File: src/rtl/wb_arbiter.sv
// -----------------------------------------------------------------------------
// wb_arbiter
//
// Writeback arbiter for a two-source register file write port, plus a
// busy-register scoreboard for long-latency results and the stall logic that
// the scoreboard drives.
//
// Requester A (ALU path) normally wins. Requester B (load / long-latency unit)
// wins when A is idle, or when B has lost StarveMax times in a row. The granted
// writeback is registered, so the register file sees it one cycle after the
// transfer edge.
//
// Ports
//   clk, rst                  clock, asynchronous active-low reset
//   A_valid/A_rd/A_data       requester A writeback request
//   A_ready                   A granted this cycle (combinational)
//   B_valid/B_rd/B_data       requester B writeback request
//   B_ready                   B granted this cycle (combinational)
//   iss_valid/iss_rd          long-latency op issued; marks iss_rd busy
//   R1, R2                    source registers of the current instruction
//   Stall                     current instruction must not read the regfile
//   RegWrite/W1/WD1           register file write port
//   busy                      scoreboard, bit n = register n awaits B
// -----------------------------------------------------------------------------
module wb_arbiter #(
   parameter int Width     = 32,
   parameter int StarveMax = 3
) (
   input  logic             clk,
   input  logic             rst,
   input  logic             A_valid,
   input  logic [4:0]       A_rd,
   input  logic [Width-1:0] A_data,
   output logic             A_ready,
   input  logic             B_valid,
   input  logic [4:0]       B_rd,
   input  logic [Width-1:0] B_data,
   output logic             B_ready,
   input  logic             iss_valid,
   input  logic [4:0]       iss_rd,
   input  logic [4:0]       R1,
   input  logic [4:0]       R2,
   output logic             Stall,
   output logic             RegWrite,
   output logic [4:0]       W1,
   output logic [Width-1:0] WD1,
   output logic [31:0]      busy
);

   // Counter wide enough to hold StarveMax (at least one bit).
   localparam int CntW = (StarveMax < 1) ? 1 : $clog2(StarveMax + 1);
   localparam logic [CntW-1:0] StarveLim = CntW'(StarveMax);

   logic [CntW-1:0]  starve_q, starve_d;
   logic             regwrite_q, regwrite_d;
   logic [4:0]       w1_q, w1_d;
   logic [Width-1:0] wd1_q, wd1_d;
   logic [31:0]      busy_q, busy_d;

   logic             starved;
   logic [4:0]       win_rd;
   logic [Width-1:0] win_data;

   // ---------------------------------------------------------------------------
   // Grant. Ready is held low during reset so nothing is accepted that the
   // reset would then have to discard.
   // ---------------------------------------------------------------------------
   assign starved = (starve_q == StarveLim);

   // NOTE: every signal written in a combinational block gets a default first;
   // a path that leaves one unassigned would infer a latch.
   always_comb begin
      A_ready = 1'b0;
      B_ready = 1'b0;
      if (rst) begin
         if (A_valid && B_valid) begin
            if (starved) B_ready = 1'b1;
            else         A_ready = 1'b1;
         end else if (A_valid) begin
            A_ready = 1'b1;
         end else if (B_valid) begin
            B_ready = 1'b1;
         end
      end
   end

   assign win_rd   = B_ready ? B_rd   : A_rd;
   assign win_data = B_ready ? B_data : A_data;

   // ---------------------------------------------------------------------------
   // Next state
   // ---------------------------------------------------------------------------
   always_comb begin
      // Starvation: count B's losses, forget them as soon as B wins or leaves.
      starve_d = starve_q;
      if (!B_valid || B_ready) begin
         starve_d = '0;
      end else if (A_ready && !starved) begin
         starve_d = starve_q + CntW'(1);
      end

      // Writes to r0 are accepted but dropped; W1/WD1 keep their last value.
      regwrite_d = (A_ready || B_ready) && (win_rd != 5'd0);
      w1_d       = regwrite_d ? win_rd   : w1_q;
      wd1_d      = regwrite_d ? win_data : wd1_q;

      // Scoreboard: the clear is applied first so that a same-edge issue to
      // the same register leaves the bit set.
      busy_d = busy_q;
      if (B_ready)                          busy_d[B_rd]   = 1'b0;
      if (iss_valid && (iss_rd != 5'd0))    busy_d[iss_rd] = 1'b1;
      busy_d[0] = 1'b0;
   end

   // NOTE: state registers use non-blocking assignments so every flop samples
   // the pre-edge values; blocking here would create order-dependent races.
   always_ff @(posedge clk or negedge rst) begin
      if (!rst) begin
         starve_q   <= '0;
         regwrite_q <= 1'b0;
         w1_q       <= 5'd0;
         wd1_q      <= '0;
         busy_q     <= '0;
      end else begin
         starve_q   <= starve_d;
         regwrite_q <= regwrite_d;
         w1_q       <= w1_d;
         wd1_q      <= wd1_d;
         busy_q     <= busy_d;
      end
   end

   // ---------------------------------------------------------------------------
   // Stall: a source is pending in the scoreboard, or is being written this
   // cycle (the regfile has no write-to-read bypass).
   // ---------------------------------------------------------------------------
   always_comb begin
      Stall = 1'b0;
      if ((R1 != 5'd0) && busy_q[R1]) Stall = 1'b1;
      if ((R2 != 5'd0) && busy_q[R2]) Stall = 1'b1;
      if (regwrite_q && (w1_q != 5'd0) && ((w1_q == R1) || (w1_q == R2)))
         Stall = 1'b1;
   end

   assign RegWrite = regwrite_q;
   assign W1       = w1_q;
   assign WD1      = wd1_q;
   assign busy     = busy_q;

endmodule

File: config.mk
export PLATFORM = sky130hd
export DESIGN_NAME = wb_arbiter
export DESIGN_NICKNAME = d
export VERILOG_FILES = /design/src/rtl/wb_arbiter.sv
export SDC_FILE = /design/constraint.sdc
export NUM_CORES = 1
export LEC_CHECK = 0
export CAP_MARGIN = 30
export CORE_UTILIZATION = 40
export DETAILED_ROUTE_END_ITERATION = 10
export DONT_BUFFER_PORTS = 1
export GPL_ROUTABILITY_DRIVEN = 0
export GPL_TIMING_DRIVEN = 0
export PLACE_DENSITY = 0.61
export REMOVE_ABC_BUFFERS = 1
export SKIP_CTS_REPAIR_TIMING = 1
export SYNTH_ARGS = -nofsm -noshare
export SYNTH_HDL_FRONTEND = slang
export SYNTH_SLANG_ARGS = --single-unit
File: constraint.sdc
create_clock -name clk -period 4.9 [get_ports clk]
set_input_delay 0.735 -clock clk [delete_from_list [all_inputs] [get_ports clk]]
set_output_delay 0.735 -clock clk [all_outputs]
set_load 0.05 [all_outputs]
# Yosys cells after proc, flatten, opt, wreduce, memory -nomap -nowiden
# Cells that the tools add are included.
[classes]
addsub = 1
n_mul = 0
div_mod_pow = 0
order_cmp = 6
n_eq_ne = 3
shift = 0
muxes = 26
n_bitwise = 3
n_reduce_logical = 21
[op_table]
columns = ["op", "count"]
rows = [
  ["$mux 32", 3],
  ["$and 32x32->32", 1],
  ["$not 32->32", 1],
  ["$or 32x32->32", 1],
  ["$reduce_bool 5->1", 5],
  ["$lt 5x6->1 const B", 4],
  ["$mux 1", 16],
  ["$bmux 1 s5", 2],
  ["$demux 1 s5", 2],
  ["$eq 5x5->1", 2],
  ["$ge 5x1->1 const B", 2],
  ["$logic_and 1x1->1", 10],
  ["$mux 5", 1],
  ["$mux 2", 2],
  ["$logic_or 1x1->1", 3],
  ["$add 2x1->2 const B", 1],
  ["$eq 2x2->1 const B", 1],
  ["$logic_not 1->1", 2],
  ["$reduce_bool 2->1", 1],
]
[word_totals]
ff_bits = 71
latchBits = 0
mem_bits_rw = 0
mem_bits_ro = 0
input_bits = 94
output_inout_bits = 73
wordCells = 65
memories = 0

# Longest topological paths before layout
# Gate-level depths: netlist (run 1).
[logic_depth]
depth_word = 9
mapped_depth = 8
ltp_nobuf = 6

# Worst setup path after synthesis (run 1)
# No wires, ideal clock.
[synth_timing]
path_kind = "input to output"
from = "in R1[1]"
to = "out Stall"
arrival_time_ps = 2546
required_ps = 4165
path_slack_ps = 1619
path_stages = 6
n_path_buf = 1
cell_sequence = "clkbuf_1 > mux4_2 > a2bb2oi_1 > and4_1 > a31oi_1 > nand4_1"
[synth_via]
elab_chain_cells = 6
word_cells_on_any_way = 10
cone_classes = "eq/ne (1); mux (5); reduce/logical (4)"
[synth_rtl]
columns = ["element", "line", "text"]
rows = [
  ["from (decl)", "41", "input logic [4:0] R1,"],
  ["$bmux 1 s5", "139", "if ((R1 != 5'd0) && busy_q[R1]) Stall = 1'b1;"],
  ["$mux 1 (implied by the code)", "139", ""],
  ["$logic_and 1x1->1", "139", ""],
  ["$mux 1", "139", ""],
  ["$mux 1", "140", "if ((R2 != 5'd0) && busy_q[R2]) Stall = 1'b1;"],
  ["$mux 1 *", "141", "if (regwrite_q && (w1_q != 5'd0) && ((w1_q == R1) || (w1_q == R2)))"],
  ["to (decl)", "43", "output logic Stall,"],
]
# Mark *: on every way between the ends. The rest lies on a longest branch, timed or not. The select of a mux whose other input is x is not followed.

# Final worst setup path (run 1)
[layout_timing]
from = "reg busy_q[28] (netlist: busy[28])"
to = "out Stall"
[layout_via]
elab_chain_cells = 6
word_cells_on_any_way = 9
cone_classes = "mux (7); reduce/logical (2)"
[layout_rtl]
columns = ["element", "line", "text"]
rows = [
  ["from (decl)", "58", "logic [31:0] busy_q, busy_d;"],
  ["from (signal assigned)", "129", "busy_q <= busy_d;"],
  ["$bmux 1 s5", "139", ""],
  ["$mux 1 (implied by the code)", "139", ""],
  ["$logic_and 1x1->1", "139", ""],
  ["$mux 1", "139", ""],
  ["$mux 1 *", "140", ""],
  ["$mux 1 *", "141", ""],
]
# Marks and branches as above.

==> impl_metrics.toml, run 1 <==
[clock_tree]
cts_root_buf = "clkbuf_8"
cts_made_buffers = 9
path_clk_slew_ns = 0.08
clock_sinks = 71
insertion_delay_ns = 0.34
htree_levels = 3
clockBufferDepth = 2
cts_tree = "yes"

[finish]
finalNonFillerCells = 487
diodes = 0
syn_to_final_growth_pct = 7.88
final_layout_size_suffix_gt1_share_pct = 29.9
final_nets = 444
fillCellCount = 911

[pwr]
p_leak_nw = 1.78
ir_drop_uv = 180
power_density_mw_per_mm2 = 466

[placed_design]
dp_hpwl_mm = 8.03
port_buffers = 0
dp_cells = 471

[route]
antenna_left = 0
vias = 2925
wl_mm = 10.8
drtIter0Drc = 122
viasPerCell = 6.01
drc = 0
wire_per_inst_um = 22.3
drt_pass1_iterations = 4

[global_routing]
grt_usage_pct = 20.4
antenna_found_initial = 0
grt_pass1_wl_mm = 17.1
grt_pass1_vias = 3071
grt-ovfl-total = 0
grt_start_max_net_pins = 78

[logic_synthesis]
synth_edf_count = 0
yosysSeqAreaShare_pct = 42.8
syn_avg_cell_area_um2 = 11.7
yosysMostFrequentCell = "dfrtp_1"
yosysTopAreaCell = "dfrtp_1"
synthArstFlopShare_pct = 100
synthFlopType = "dfrtp_1"
netlist_instances = 355
yosysUniqueCellTypes = 45
syn_area_mm2 = 0.00415
synthTopCellsByArea = "dfrtp_1 43%, mux2_2 13%, mux2_4 9.8%"
ys_ff_latch = 71
yosys.area.top_type_share_pct = 42.8
synth_common_cells = "71 x dfrtp_1, 64 x o21ai_0, 47 x mux2_2, 27 x mux2_4"
yosys_warnings = 0

[die]
fp.dieW_um = 104
row_count = 36
fp.coreArea_mm2 = 0.00991
initial_utilization_pct = 41.8
ios = 167
dieHeight_um = 104
dieArea_mm2 = 0.0108

[critical_path]
critPathCapture = "Stall"
reg2reg_slack_ns = 2.20
reg2reg_depth = 7
start_kind = "flop"
required_ns = 4.16
endpoint_kind = "output pin"
r2r-start = "starve_q[0]$_DFFE_PN0P_"
worstSetupPathType = "reg -> out"
r2r-end = "WD1[17]$_DFFE_PN0P_"
startpoint = "busy[28]$_DFF_PN0_"
worstPathArrival_ns = 2.64
crit_path_max_fanout = 4

[timing]
maxSlewHeadroom_pct = 32.0
slew_violations = 0
tns_ns = 0
setup_violations = 0
tightestPinTransition_ns = 1.02
timing.final.crit_period_ns = 3.38
hold_viol = 0
fin_skew_ns = 0.0101
rsz0062_at_grt = "false"
timing.final.crit_share_pct = 68.9
max_freq_mhz = 296

[min_path]
hold_class = "in -> async"

[job]
maxCapViolations = 0

[run_status]
status = "finished clean"
==> critical path, stage by stage (launching register included) <==
cell	delay, ns
dfrtp_1	0.62
mux2_2	0.38
o311ai_0	0.40
a221oi_1	0.10
a311oi_1	0.25
nand4_1	0.56
==> final cells by class <==
cell class              count  area, um^2  area share, %
inverters                   5        18.8          0.420
clock inverters             5        81.3           1.82
repair buffers              2        47.5           1.06
flip-flops and latches     71        1780           39.7
multi-input cells         260        2240           50.1
well taps                 133         166           3.72
clock buffers              11         141           3.16
==> power breakdown <==
part | switching, mW | internal (mW) | leakage [nW]
Clock | 0.227 | 0.301 | 0.110
Sequential | 0.554 | 0.689 | 0.834
Combinational | 0.123 | 0.191 | 0.834
Total | 0.904 | 1.18 | 1.78
==> how the worst min path moves through the flow <==
| stage | start | endpoint | slack, ns | cells past startpoint |
|---|---|---|---|---|
| 2_1_floorplan | rst | RegWrite$_DFF_PN0_ | 0.44 | 0 |
| 3_3_place_gp | rst | busy[3]$_DFF_PN0_ | 0.44 | 0 |
| 3_5_place_dp | rst | busy[3]$_DFF_PN0_ | 0.44 | 0 |
| 4_1_cts | rst | busy[3]$_DFF_PN0_ | 0.06 | 0 |
| 5_1_grt | rst | busy[15]$_DFF_PN0_ | 0.05 | 0 |
| 6_report | rst | busy[3]$_DFF_PN0_ | 0.08 | 0 |
==> layer usage <==
layer | global-route usage [%] | share of wire [%] | vias to the layer above
met2 | 32.4 | 47 | 140
met3 | 6.04 | 8.6 | 26
met5 | 0 | 0 | -
li1 | - | - | 1305
met1 | 25.9 | 42 | 1454
met4 | 8.37 | 2.4 | 0
==> state kept, by name (all words and copies together) (netlist names) <==
name and cells:
starve_q 2, WD1 32, busy 31, W1 5
RegWrite 1
==> cell families after synthesis <==
group	Yosys count	share of synthesized area, %
xor+xnor	11	2.32
simple gates	68	9.20
mux	97	30.8
fa+ha+maj	1	0.302
buf+inv	24	3.14
compound gates	82	11.3
other cells	1	0.0904
flops	71	42.8
==> cell usage in the layout (no fill, tap or decap), types with 2 or more instances in the layout <==
master / Yosys / routed
dfrtp_1: 71 / 71
o21ai_0: 64 / 64
mux2_2: 47 / 47
mux2_4: 27 / 27
nand3_1: 13 / 13
mux2i_1: 13 / 13
nand2_1: 12 / 12
nand3b_1: 10 / 10
xnor2_1: 10 / 10
clkbuf_8: 0 / 10
mux4_2: 9 / 9
nor2_1: 8 / 8
inv_1: 5 / 5
nor2b_1: 5 / 5
nand2b_1: 5 / 5
or3_1: 3 / 3
or3b_2: 3 / 3
a21oi_1: 3 / 3
a311oi_1: 3 / 3
nand4_1: 3 / 3
nor4_1: 2 / 2
bufinv_16: 0 / 2
==> through the flow <==
step / setup WS, ns / instance area, um^2 / hold slack, ns / power, mW / utilization (%)
final: 1.52 / 4470 / 0.0798 / 2.08 / 45.1
after CTS: 1.54 / 4470 / 0.0628 / 2.10 / 45.1
after global routing: 1.32 / 4470 / 0.0528 / 2.16 / 45.1
after floorplan: 1.12 / 4040 / 0.439 / 1.46 / -
after global placement: 0.564 / 4200 / 0.441 / 1.55 / 42.4
after detailed placement: 1.86 / 4250 / 0.441 / 1.57 / 42.9
(Power assumes the default switching activity.)
==> run 2: changes to the inputs <==
==> constraint.sdc (replaced) <==
create_clock -name clk -period 3.15 [get_ports clk]
set_input_delay 0.4725 -clock clk [delete_from_list [all_inputs] [get_ports clk]]
set_output_delay 0.4725 -clock clk [all_outputs]
set_load 0.05 [all_outputs]
==> run 2 against run 1 <==
Compared with the run above: the run now ends with negative hold slack left; hold slack worse by 0.082 ns; cell count is 0.21% higher; worst setup slack worse by 1.4 ns; sequential power is 56% higher; count of clock-buffer cells in the layout stayed put.
==> impl_metrics.toml, run 2 (same netlist as run 1, synthesis figures left out) <==
[pwr]
combinationalPowerShare_pct = 15.6
ir_drop_uv = 281
p_int_mw = 1.84
clkPwrFrac_pct = 25.3
p_leak_nw = 1.79
swShare_pct = 43.7
power_density_mw_per_mm2 = 727
p_switching_mw = 1.43
seqPwrFrac_pct = 59.1

[timing]
tightestPinTransition_ns = 1.02
timing.final.crit_period_ns = 3.06
slew_violations = 0
max_freq_mhz = 327
fin_skew_ns = 0.0102
rsz0062_at_grt = "false"
holdWs_ns = -0.00218
setup_violations = 0
timing.final.crit_share_pct = 97.1
hold_viol = 3
maxSlewHeadroom_pct = 32.0
finalWorstSetupSlack_ns = 0.0899

[route]
wl_mm = 11.0
drtIter0Drc = 132
wire_per_inst_um = 22.5
antenna_left = 0
viasPerCell = 6.01
drt_pass1_iterations = 4
vias = 2934
drc = 0

[run_status]
status = "finished, violations left"
violations = "negative hold slack"

[placed_design]
dp_cells = 471
dp_hpwl_mm = 8.03
dp_slack_ns = 0.453
port_buffers = 0

[global_routing]
grt_pass1_vias = 3071
grt-ovfl-total = 0
grt_usage_pct = 20.4
grt_start_max_net_pins = 78
grt_pass1_wl_mm = 17.1
antenna_found_initial = 0

[clock_tree]
clock_sinks = 71
clockBufferDepth = 2
cts_tree = "yes"
htree_levels = 3
insertion_delay_ns = 0.34
path_clk_slew_ns = 0.08
cts_root_buf = "clkbuf_8"
cts_made_buffers = 9

[critical_path]
endpoint_kind = "output pin"
start_kind = "flop"
required_ns = 2.68
crit_path_max_fanout = 4
worstSetupPathType = "reg -> out"
worstPathArrival_ns = 2.59

[die]
row_count = 36
ios = 167
dieHeight_um = 104
fp.coreArea_mm2 = 0.00991
initial_utilization_pct = 41.8
dieArea_mm2 = 0.0108
fp.dieW_um = 104

[finish]
fillCellCount = 908
largest_reg_flops = 32
multi_input_area_mm2 = 0.00224
final_common_cell = "dfrtp_1"
final_layout_size_suffix_gt1_share_pct = 30.1
syn_to_final_growth_pct = 8.54
final_nets = 445
ff_latch_area_mm2 = 0.00178
finalNonFillerCells = 488
diodes = 0
final_cell_mix = "71 x dfrtp_1, 64 x o21ai_0, 47 x mux2_2, 27 x mux2_4"

[min_path]
hold_class = "in -> async"

[job]
maxCapViolations = 0
-- run 2: cell types whose count changed in the layout (fill, tap and decap cells not counted), sizes merged --
cell / change
buf: +1
-- run 2: area by class of cell --
type                       count  share of cell area [%]
multi-input combinational    260                    49.8
sequential                    71                    39.5
tap                          133                    3.70
clock buffer                  11                    3.14
clock inverter                 5                    1.81
timing repair buffer           3                    1.67
inverter                       5                   0.417
-- run 2: final timing paths --
path                                         start                 endpoint  slack [ns]  depth (start not counted)
setup / recovery                busy[31]$_DFF_PN0_                    Stall        0.09                          5
hold / removal                                 rst       busy[15]$_DFF_PN0_      -0.002                          1
setup reg to reg           starve_q[0]$_DFFE_PN0P_      WD1[17]$_DFFE_PN0P_        0.44                          7
hold reg to reg            starve_q[1]$_DFFE_PN0P_  starve_q[1]$_DFFE_PN0P_        0.57                          2
max in group asynchronous                      rst       RegWrite$_DFF_PN0_        2.82                          1
min in group clk                           B_valid  starve_q[0]$_DFFE_PN0P_        0.23                          2
-- run 2: metal layers --
layer / part of all wire (%) / track usage, %
met5: 0 / 0
met4: 3.2 / 8.37
met3: 8.0 / 6.04
met2: 47 / 32.4
met1: 42 / 25.9
-- run 2: metrics by stage --
step                      util (%)  TNS [ns]  cell area, um^2  power (mW)
after floorplan                  -    -12.96             4040        2.27
final                         45.4         0             4500        3.27
after global placement        42.4    -33.31             4200        2.41
after global routing          45.4         0             4500        3.39
after detailed placement      42.9         0             4250        2.43
after CTS                     45.1         0             4470        3.26
-- run 2: power by group through the flow --
stage / logic, mW / clock network, mW / registers [mW]
floorplan: 0.423 / 0 / 1.84
global placement: 0.470 / 0 / 1.94
finish: 0.509 / 0.827 / 1.93
CTS: 0.487 / 0.848 / 1.93
detailed placement: 0.486 / 0 / 1.95
global route: 0.563 / 0.876 / 1.95
-- run 2: critical path: stages, from the launching register on --
cell	delay (ns)
dfrtp_1	0.62
mux4_2	0.56
mux2i_1	0.18
nor2_1	0.06
a311oi_1	0.27
nand4_1	0.55
